**src/rtl/wb_arb_pkg.sv**
```systemverilog
`default_nettype none
// ============================================================================
//  Module   : wb_arb_pkg
//  Purpose  : Shared state/grant encodings and defaults for the 2-master
//             Wishbone arbiter and its watchdog.
//  Revision : 1.0 - initial release
// ============================================================================
package wb_arb_pkg;

    typedef logic [1:0] arb_state_t;

    localparam arb_state_t ST_IDLE = 2'b00;
    localparam arb_state_t ST_G0   = 2'b01;
    localparam arb_state_t ST_G1   = 2'b10;
    localparam arb_state_t ST_ERR  = 2'b11;

    localparam logic [1:0] GNT_NONE = 2'b00;
    localparam logic [1:0] GNT_M0   = 2'b01;
    localparam logic [1:0] GNT_M1   = 2'b10;

    localparam int TIMEOUT_DEFAULT = 255;
    localparam int TO_W_DEFAULT    = 8;

endpackage
`default_nettype wire

```
**src/rtl/wb_arb_watchdog.sv**
```systemverilog
`default_nettype none
// ============================================================================
//  Module   : wb_arb_watchdog
//  Purpose  : Saturating per-transfer wait counter; flags expiry when the
//             count reaches TIMEOUT-1 without a clear. TIMEOUT=0 disables it.
//  Revision : 1.0 - initial release
// ============================================================================
module wb_arb_watchdog
    import wb_arb_pkg::*;
#(
    parameter int TIMEOUT = TIMEOUT_DEFAULT,
    parameter int TO_W    = TO_W_DEFAULT
) (
    input  logic clk_i,
    input  logic rst_ni,
    input  logic clr_i,
    input  logic en_i,
    output logic expire_o
);

    localparam logic [TO_W-1:0] CNT_LAST = TO_W'(TIMEOUT - 1);
    localparam logic [TO_W-1:0] CNT_SAT  = {TO_W{1'b1}};
    localparam logic            WD_ON    = (TIMEOUT != 0);

    logic [TO_W-1:0] cnt_q;

    // A clear in the same cycle as the terminal count suppresses expiry.
    assign expire_o = WD_ON & en_i & ~clr_i & (cnt_q == CNT_LAST);

    always_ff @(posedge clk_i or negedge rst_ni) begin
        if (!rst_ni) begin
            cnt_q <= '0;
        end else if (clr_i) begin
            cnt_q <= '0;
        end else if (en_i && !expire_o && (cnt_q != CNT_SAT)) begin
            cnt_q <= cnt_q + TO_W'(1);
        end
    end

endmodule
`default_nettype wire

```
**src/rtl/wb_arbiter_2m.sv**
```systemverilog
`default_nettype none
// ============================================================================
//  Module   : wb_arbiter_2m
//  Purpose  : Round-robin, cyc-locked 2-master to 1-slave Wishbone classic
//             arbiter with zero-bubble handover and a per-transfer watchdog.
//  Revision : 1.0 - initial release
// ============================================================================
module wb_arbiter_2m
    import wb_arb_pkg::*;
#(
    parameter int TIMEOUT = TIMEOUT_DEFAULT,
    parameter int TO_W    = TO_W_DEFAULT
) (
    input  logic        wb_clk_i,
    input  logic        wb_rstn_i,

    input  logic [31:0] m0_adr_i,
    input  logic [31:0] m0_dat_i,
    input  logic [3:0]  m0_sel_i,
    input  logic        m0_we_i,
    input  logic        m0_stb_i,
    input  logic        m0_cyc_i,
    output logic [31:0] m0_dat_o,
    output logic        m0_ack_o,
    output logic        m0_err_o,

    input  logic [31:0] m1_adr_i,
    input  logic [31:0] m1_dat_i,
    input  logic [3:0]  m1_sel_i,
    input  logic        m1_we_i,
    input  logic        m1_stb_i,
    input  logic        m1_cyc_i,
    output logic [31:0] m1_dat_o,
    output logic        m1_ack_o,
    output logic        m1_err_o,

    output logic [31:0] s_adr_o,
    output logic [31:0] s_dat_o,
    output logic [3:0]  s_sel_o,
    output logic        s_we_o,
    output logic        s_stb_o,
    output logic        s_cyc_o,
    input  logic [31:0] s_dat_i,
    input  logic        s_ack_i,

    output logic [1:0]  gnt_o
);

    arb_state_t state_q, state_d;
    logic       last_q,  last_d;
    logic       req0, req1;
    logic       wd_en, wd_clr, wd_expire;

    assign req0 = m0_cyc_i & m0_stb_i;
    assign req1 = m1_cyc_i & m1_stb_i;

    assign wd_en  = (state_q == ST_G0) | (state_q == ST_G1);
    assign wd_clr = s_ack_i | ~s_stb_o;

    wb_arb_watchdog #(
        .TIMEOUT (TIMEOUT),
        .TO_W    (TO_W)
    ) u_watchdog (
        .clk_i    (wb_clk_i),
        .rst_ni   (wb_rstn_i),
        .clr_i    (wd_clr),
        .en_i     (wd_en),
        .expire_o (wd_expire)
    );

    always_comb begin
        state_d = state_q;
        last_d  = last_q;
        case (state_q)
            ST_IDLE: begin
                // On a tie the master that was not served last wins.
                if (req0 && (!req1 || last_q)) begin
                    state_d = ST_G0;
                end else if (req1) begin
                    state_d = ST_G1;
                end
            end
            ST_G0: begin
                if (wd_expire) begin
                    state_d = ST_ERR;
                    last_d  = 1'b0;
                end else if (!m0_cyc_i) begin
                    last_d  = 1'b0;
                    state_d = req1 ? ST_G1 : ST_IDLE;
                end
            end
            ST_G1: begin
                if (wd_expire) begin
                    state_d = ST_ERR;
                    last_d  = 1'b1;
                end else if (!m1_cyc_i) begin
                    last_d  = 1'b1;
                    state_d = req0 ? ST_G0 : ST_IDLE;
                end
            end
            default: begin
                state_d = ST_IDLE;
            end
        endcase
    end

    always_ff @(posedge wb_clk_i or negedge wb_rstn_i) begin
        if (!wb_rstn_i) begin
            state_q <= ST_IDLE;
            last_q  <= 1'b1;
        end else begin
            state_q <= state_d;
            last_q  <= last_d;
        end
    end

    // Bus mux is decoded from the registered state, so reset idles it at once.
    always_comb begin
        s_adr_o  = '0;
        s_dat_o  = '0;
        s_sel_o  = '0;
        s_we_o   = 1'b0;
        s_stb_o  = 1'b0;
        s_cyc_o  = 1'b0;
        m0_ack_o = 1'b0;
        m1_ack_o = 1'b0;
        m0_err_o = 1'b0;
        m1_err_o = 1'b0;
        gnt_o    = GNT_NONE;
        case (state_q)
            ST_G0: begin
                s_adr_o  = m0_adr_i;
                s_dat_o  = m0_dat_i;
                s_sel_o  = m0_sel_i;
                s_we_o   = m0_we_i;
                s_stb_o  = m0_stb_i;
                s_cyc_o  = m0_cyc_i;
                m0_ack_o = s_ack_i;
                gnt_o    = GNT_M0;
            end
            ST_G1: begin
                s_adr_o  = m1_adr_i;
                s_dat_o  = m1_dat_i;
                s_sel_o  = m1_sel_i;
                s_we_o   = m1_we_i;
                s_stb_o  = m1_stb_i;
                s_cyc_o  = m1_cyc_i;
                m1_ack_o = s_ack_i;
                gnt_o    = GNT_M1;
            end
            ST_ERR: begin
                m0_err_o = ~last_q;
                m1_err_o = last_q;
            end
            default: begin
            end
        endcase
    end

    assign m0_dat_o = s_dat_i;
    assign m1_dat_o = s_dat_i;

endmodule
`default_nettype wire

```
**config.mk**
```make
export PLATFORM = sky130hd
export DESIGN_NAME = wb_arbiter_2m
export DESIGN_NICKNAME = d
export VERILOG_FILES = /design/src/rtl/wb_arb_pkg.sv /design/src/rtl/wb_arb_watchdog.sv /design/src/rtl/wb_arbiter_2m.sv
export SDC_FILE = /design/constraint.sdc
export NUM_CORES = 1
export LEC_CHECK = 0
export CAP_MARGIN = 20
export CORE_AREA = 5 5 120 122
export CTS_BUF_LIST = sky130_fd_sc_hd__clkbuf_4
export DETAILED_ROUTE_END_ITERATION = 6
export DIE_AREA = 0 0 125 127
export REMOVE_ABC_BUFFERS = 1
export SETUP_SLACK_MARGIN = 0.2
export SLEW_MARGIN = 20
export SYNTH_ARGS = -nofsm -noshare
export SYNTH_HDL_FRONTEND = slang
export SYNTH_HIERARCHICAL = 1
export SYNTH_SLANG_ARGS = --single-unit
```
**constraint.sdc**
```tcl
create_clock -name wb_clk_i -period 7.2 [get_ports wb_clk_i]
set_clock_uncertainty 0.2 [all_clocks]
set_input_delay 2.16 -clock wb_clk_i [delete_from_list [all_inputs] [get_ports wb_clk_i]]
set_output_delay 2.16 -clock wb_clk_i [all_outputs]
set_load 0.02 [all_outputs]
```
### Yosys cells after proc, flatten, opt, wreduce, memory -nomap -nowiden

Index checks and enable logic that the tools add are counted.
Widths: inputs -> output; s select.

* equality and inequality tests: 8
* multiplexer cells: 27
* $add $sub $neg: 1
* bitwise gates (word level): 9
* reduce and logical (&&, ||, !) cells: 11

Operators by type and width (number)
* $pmux 32 s2: 2
* $mux 8: 2
* $mux 2: 7
* $mux 1: 9
* $add 8x1->8 const B: 1
* $eq 8x8->1 const B: 1
* $ne 8x8->1 const B: 1
* $pmux 1 s2: 4
* $pmux 4 s2: 1
* $ne 3x2->1 const B: 2
* $pmux 2 s3: 1
* $reduce_and 3->1: 2
* $and 1x1->1: 4
* $eq 2x2->1 const B: 2
* $pmux 2 s2: 1
* $reduce_bool 2->1: 2
* $logic_and 1x1->1: 3
* $ne 3x3->1 const B: 1
* $not 1->1: 3
* $eq 2x1->1 const B: 1
* $logic_not 1->1: 2
* $logic_not 2->1: 1
* $or 1x1->1: 2
* $logic_or 1x1->1: 1

* logic and storage cells: 59
* bits in registers: 11
* output and inout port bits: 141

### Longest topological paths before layout

* word-level depth: 12
* depth in mapped cells: 11
* gate-level depth less buffers: 10

### Hierarchy

Netlist, hierarchy kept.

By module, submodules not included
* wb_arbiter_2m: times used 1, sequential area each 76.3 sq um, area each 2215.9 sq um, cells an instance 265
* wb_arb_watchdog: times used 1, sequential area each 200.2 sq um, area each 499.2 sq um, cells an instance 52

### Least setup slack after synthesis

OpenSTA, ideal clock, no wires.

* kind: in2out
* from: input m1_stb_i
* to: output s_stb_o
* arrival time: 2.579 ns
* stages: 2
* path slack: 2.261 ns
* data required time: 4.840 ns
* buffers on the path: 0
* cell sequence: a22oi_1 nor2b_1

* longest elaborated chain between the ends: 1

Ends and longest elaborated chain
* from (decl): line wb_arbiter_2m.sv:31 `input logic m1_stb_i,`
* $pmux 1 s2: line wb_arbiter_2m.sv:130 `case (state_q)`
* to (decl): line wb_arbiter_2m.sv:41 `output logic s_stb_o,`

No other way between the ends.

### Worst setup path in the final report

* from: input m0_stb_i
* to: output s_stb_o

* longest elaborated chain between the ends: 1

Ends and longest elaborated chain
* from (decl): line wb_arbiter_2m.sv:21 `input logic m0_stb_i,`
* $pmux 1 s2: line wb_arbiter_2m.sv:130

No other way between the ends.

==> key figures <==
Synth
  • #FFs+latches synth: 11
  • Largest family of logic cells by synthesized area: compound AO/OA/AOI/OAI gates
  • Main area contributors after synthesis: a22oi_2 (24%), buf_4 (19%), nor2b_1 (17%)
  • Leading area contributor after synthesis: a22oi_2
  • Synth async-reset ratio: 1.00
  • Avg Inst Size Synth: 8.56 um2
  • Area share of and/or/nand/nor cells after synthesis: 0.241
  • Post-synth top area share: 0.235
  • Post-Synthesis Cells: roughly 320
  • Xor-xnor portion of the synthesized cell area: 0.00645
  • Count leader, synth: nor2b_1
  • Post-synth EDFFs: 0
  • Post-synth top cells: nor2b_1 (74), buf_4 (69), a22oi_2 (51)
  • Main synth FF type: dfrtp_1
  • Cell Area, Synth: 0.00272 mm2
  • Synth warn: 6
  • Compound-Gate Fraction of Synth Area: 0.350
  • Sequential fraction of the synthesis area: 0.102
  • Mux cell area share after synthesis: 0
  • Distinct cell type count after synthesis: 36
  • Adder-Cell Fraction of Synth Area: 0.0369

Power and ir drop
  • Peak supply drop: roughly 0.31 mV
  • Leak Pwr: about 0.0014 uW
  • Power per Cell Area: between 300 and 400 mW/mm2

Min path
  • Hold Crit Class: register to register

Route
  • Vias per inst: 4.50
  • Drt pass-1 iters: 4
  • Total wire length: ~14000 um
  • Highest metal used: met5
  • Final ANT Viol Nets: 0
  • Met3 routed WL: 2020 um
  • DRC Markers: 0
  • Met1 WL: around 5900 um
  • Detailed-route via count: ~2800
  • DR WL/cell: between 20 and 25 um
  • Met2 Wirelength: roughly 6500 um
  • Initial DRC count: ~130

Clock tree
  • PostCTS Resize Cnt: 0
  • # Post-CTS Setup Buffers: 0
  • CTS tree: done
  • Clk sinks: 11
  • Clk buf depth: 2
  • H-tree depth: 1
  • CTS clk-pin slew, worst paths: roughly 70 ps
  • CTS Buf Count: 3
  • Skew-Pair Late Insertion Delay: between 200 and 300 ps
  • CTS Hold Bufs: 0
  • CTS root buf: clkbuf_4

Worst setup path
  • WP data required: 4840 ps
  • Type of the worst setup path: input pin to primary output
  • Critical path peak fanout: 5
  • Crit. End Element: primary output
  • Worst setup SP type: input pin
  • Crit path DAT: between 3000 and 4000 ps

GRT
  • Largest net degree at the start of global routing: between 80 and 90
  • Initial antenna violation count: 0
  • Vias in the first global route: between 2000 and 3000
  • First-pass GRT wire length: roughly 21000 um
  • Total gr overflow: 0
  • Gr usage total: 0.169

STA
  • Post-route setup slack: 1090 ps
  • Final Max Slew Viols: 0
  • Final min period: 6110 ps
  • Slew HR: 0.357
  • Final hold viol count: 0
  • Final setup fails: 0
  • RSZ-0062 raised after global routing: false
  • Setup TNS: 0 ps
  • Fmax: 164 MHz
  • Worst Tran Pin Value: 965 ps
  • Fin crit share: 0.849

Floorplan
  • Total die area: 0.0159 mm2
  • Initial core utilization: 0.207
  • Die H: between 100 and 150 um
  • Rows: 42
  • IO Pins: 318
  • Die X: around 130 um
  • Core Region: ~0.013 mm2

Cells and area
  • Share of layout cells above drive strength 1: 0.146
  • Final nets: approximately 640
  • Syn-to-layout area delta: 66.8%
  • # diodes: 0

Place
  • IO Port Bufs: 221
  • Placement Setup Slack: 1050 ps
  • GPL Wtd Cong: slightly below 0.9
  • DP HPWL: approximately 12000 um

Run
  • Max-cap violations: 0

Run status
  • Status: finished clean
## area by class of cell
cell class / instances / area [um2]
fillers: 1307 / 8560
repair buffers: 223 / 2230
multi-input cells: 211 / 1760
flip-flops and latches: 11 / 277
well taps: 176 / 220
clock buffers: 3 / 22.5
inverters: 4 / 15.0
clock inverters: 1 / 5.00
## where the power goes
part           switching, uW  internal, uW
Combinational            714           647
Sequential              15.0          72.1
Clock                   22.2          20.6
## placed cells by master (no fill, tap or decap), types with 4 or more instances in the layout
master / instances
nor2b_1: 74
a22oi_1: 21
clkdlybuf4s50_1: 221
nor3_1: 6
a22oi_2: 51
o21ai_0: 4
dfrtp_1: 10
nand2_1: 6
a21oi_1: 6
ha_1: 5
inv_1: 4
nand3_1: 5
## state kept, by name, summed over array words and instances (netlist names)
signal            flops
last_q                1
u_watchdog/cnt_q      8
state_q               2
## path summary, 6_finish.rpt
check / startpoint / to / slack [ps] / cells after the start
setup / recovery: m0_stb_i / s_stb_o / 1090 / 4
hold / removal: last_q$_DFFE_PN1P_ / last_q$_DFFE_PN1P_ / 280 / 2
setup reg to reg: state_q[0]$_DFFE_PN0P_ / state_q[0]$_DFFE_PN0P_ / 3720 / 10
hold reg to reg: last_q$_DFFE_PN1P_ / last_q$_DFFE_PN1P_ / 280 / 2
max in group asynchronous: wb_rstn_i / last_q$_DFFE_PN1P_ / 4410 / 1
min in group asynchronous: wb_rstn_i / u_watchdog/cnt_q[1]$_DFFE_PN0P_ / 2030 / 1
## cell families (layout without fill, tap and decap cells)
group | count (synthesis) | after routing
flip-flops | 11 | 11
AND/OR/NAND/NOR | 106 | 106
AO/OA/AOI/OAI | 95 | 95
XOR/XNOR | 2 | 2
buffers and inverters | 95 | 231
adder cells (fa/ha/maj) | 8 | 8
## per-layer routing
layer | up-vias | global-route usage
met5 | - | 0.0372
met3 | 9 | 0.111
met1 | 1298 | 0.205
met2 | 190 | 0.259
li1 | 1332 | -
met4 | 2 | 0.0172
## per-stage QoR
stage          area, um2  total power (uW)  std cells  hold slack (ps)   util
2_1_floorplan       2020               884        226              244      -
3_3_place_gp        4490              1450        625              270  0.343
3_5_place_dp        4490              1460        625              271  0.343
4_1_cts             4520              1510        629              282  0.345
5_1_grt             4530              1600        629              305  0.346
6_report            4530              1490        629              282  0.346
## critical path, cell delays in order
cell,delay (ps)
clkdlybuf4s50_1,550
a22oi_1,110
nor2b_1,270
clkdlybuf4s50_1,660
(Power assumes the default switching activity.)
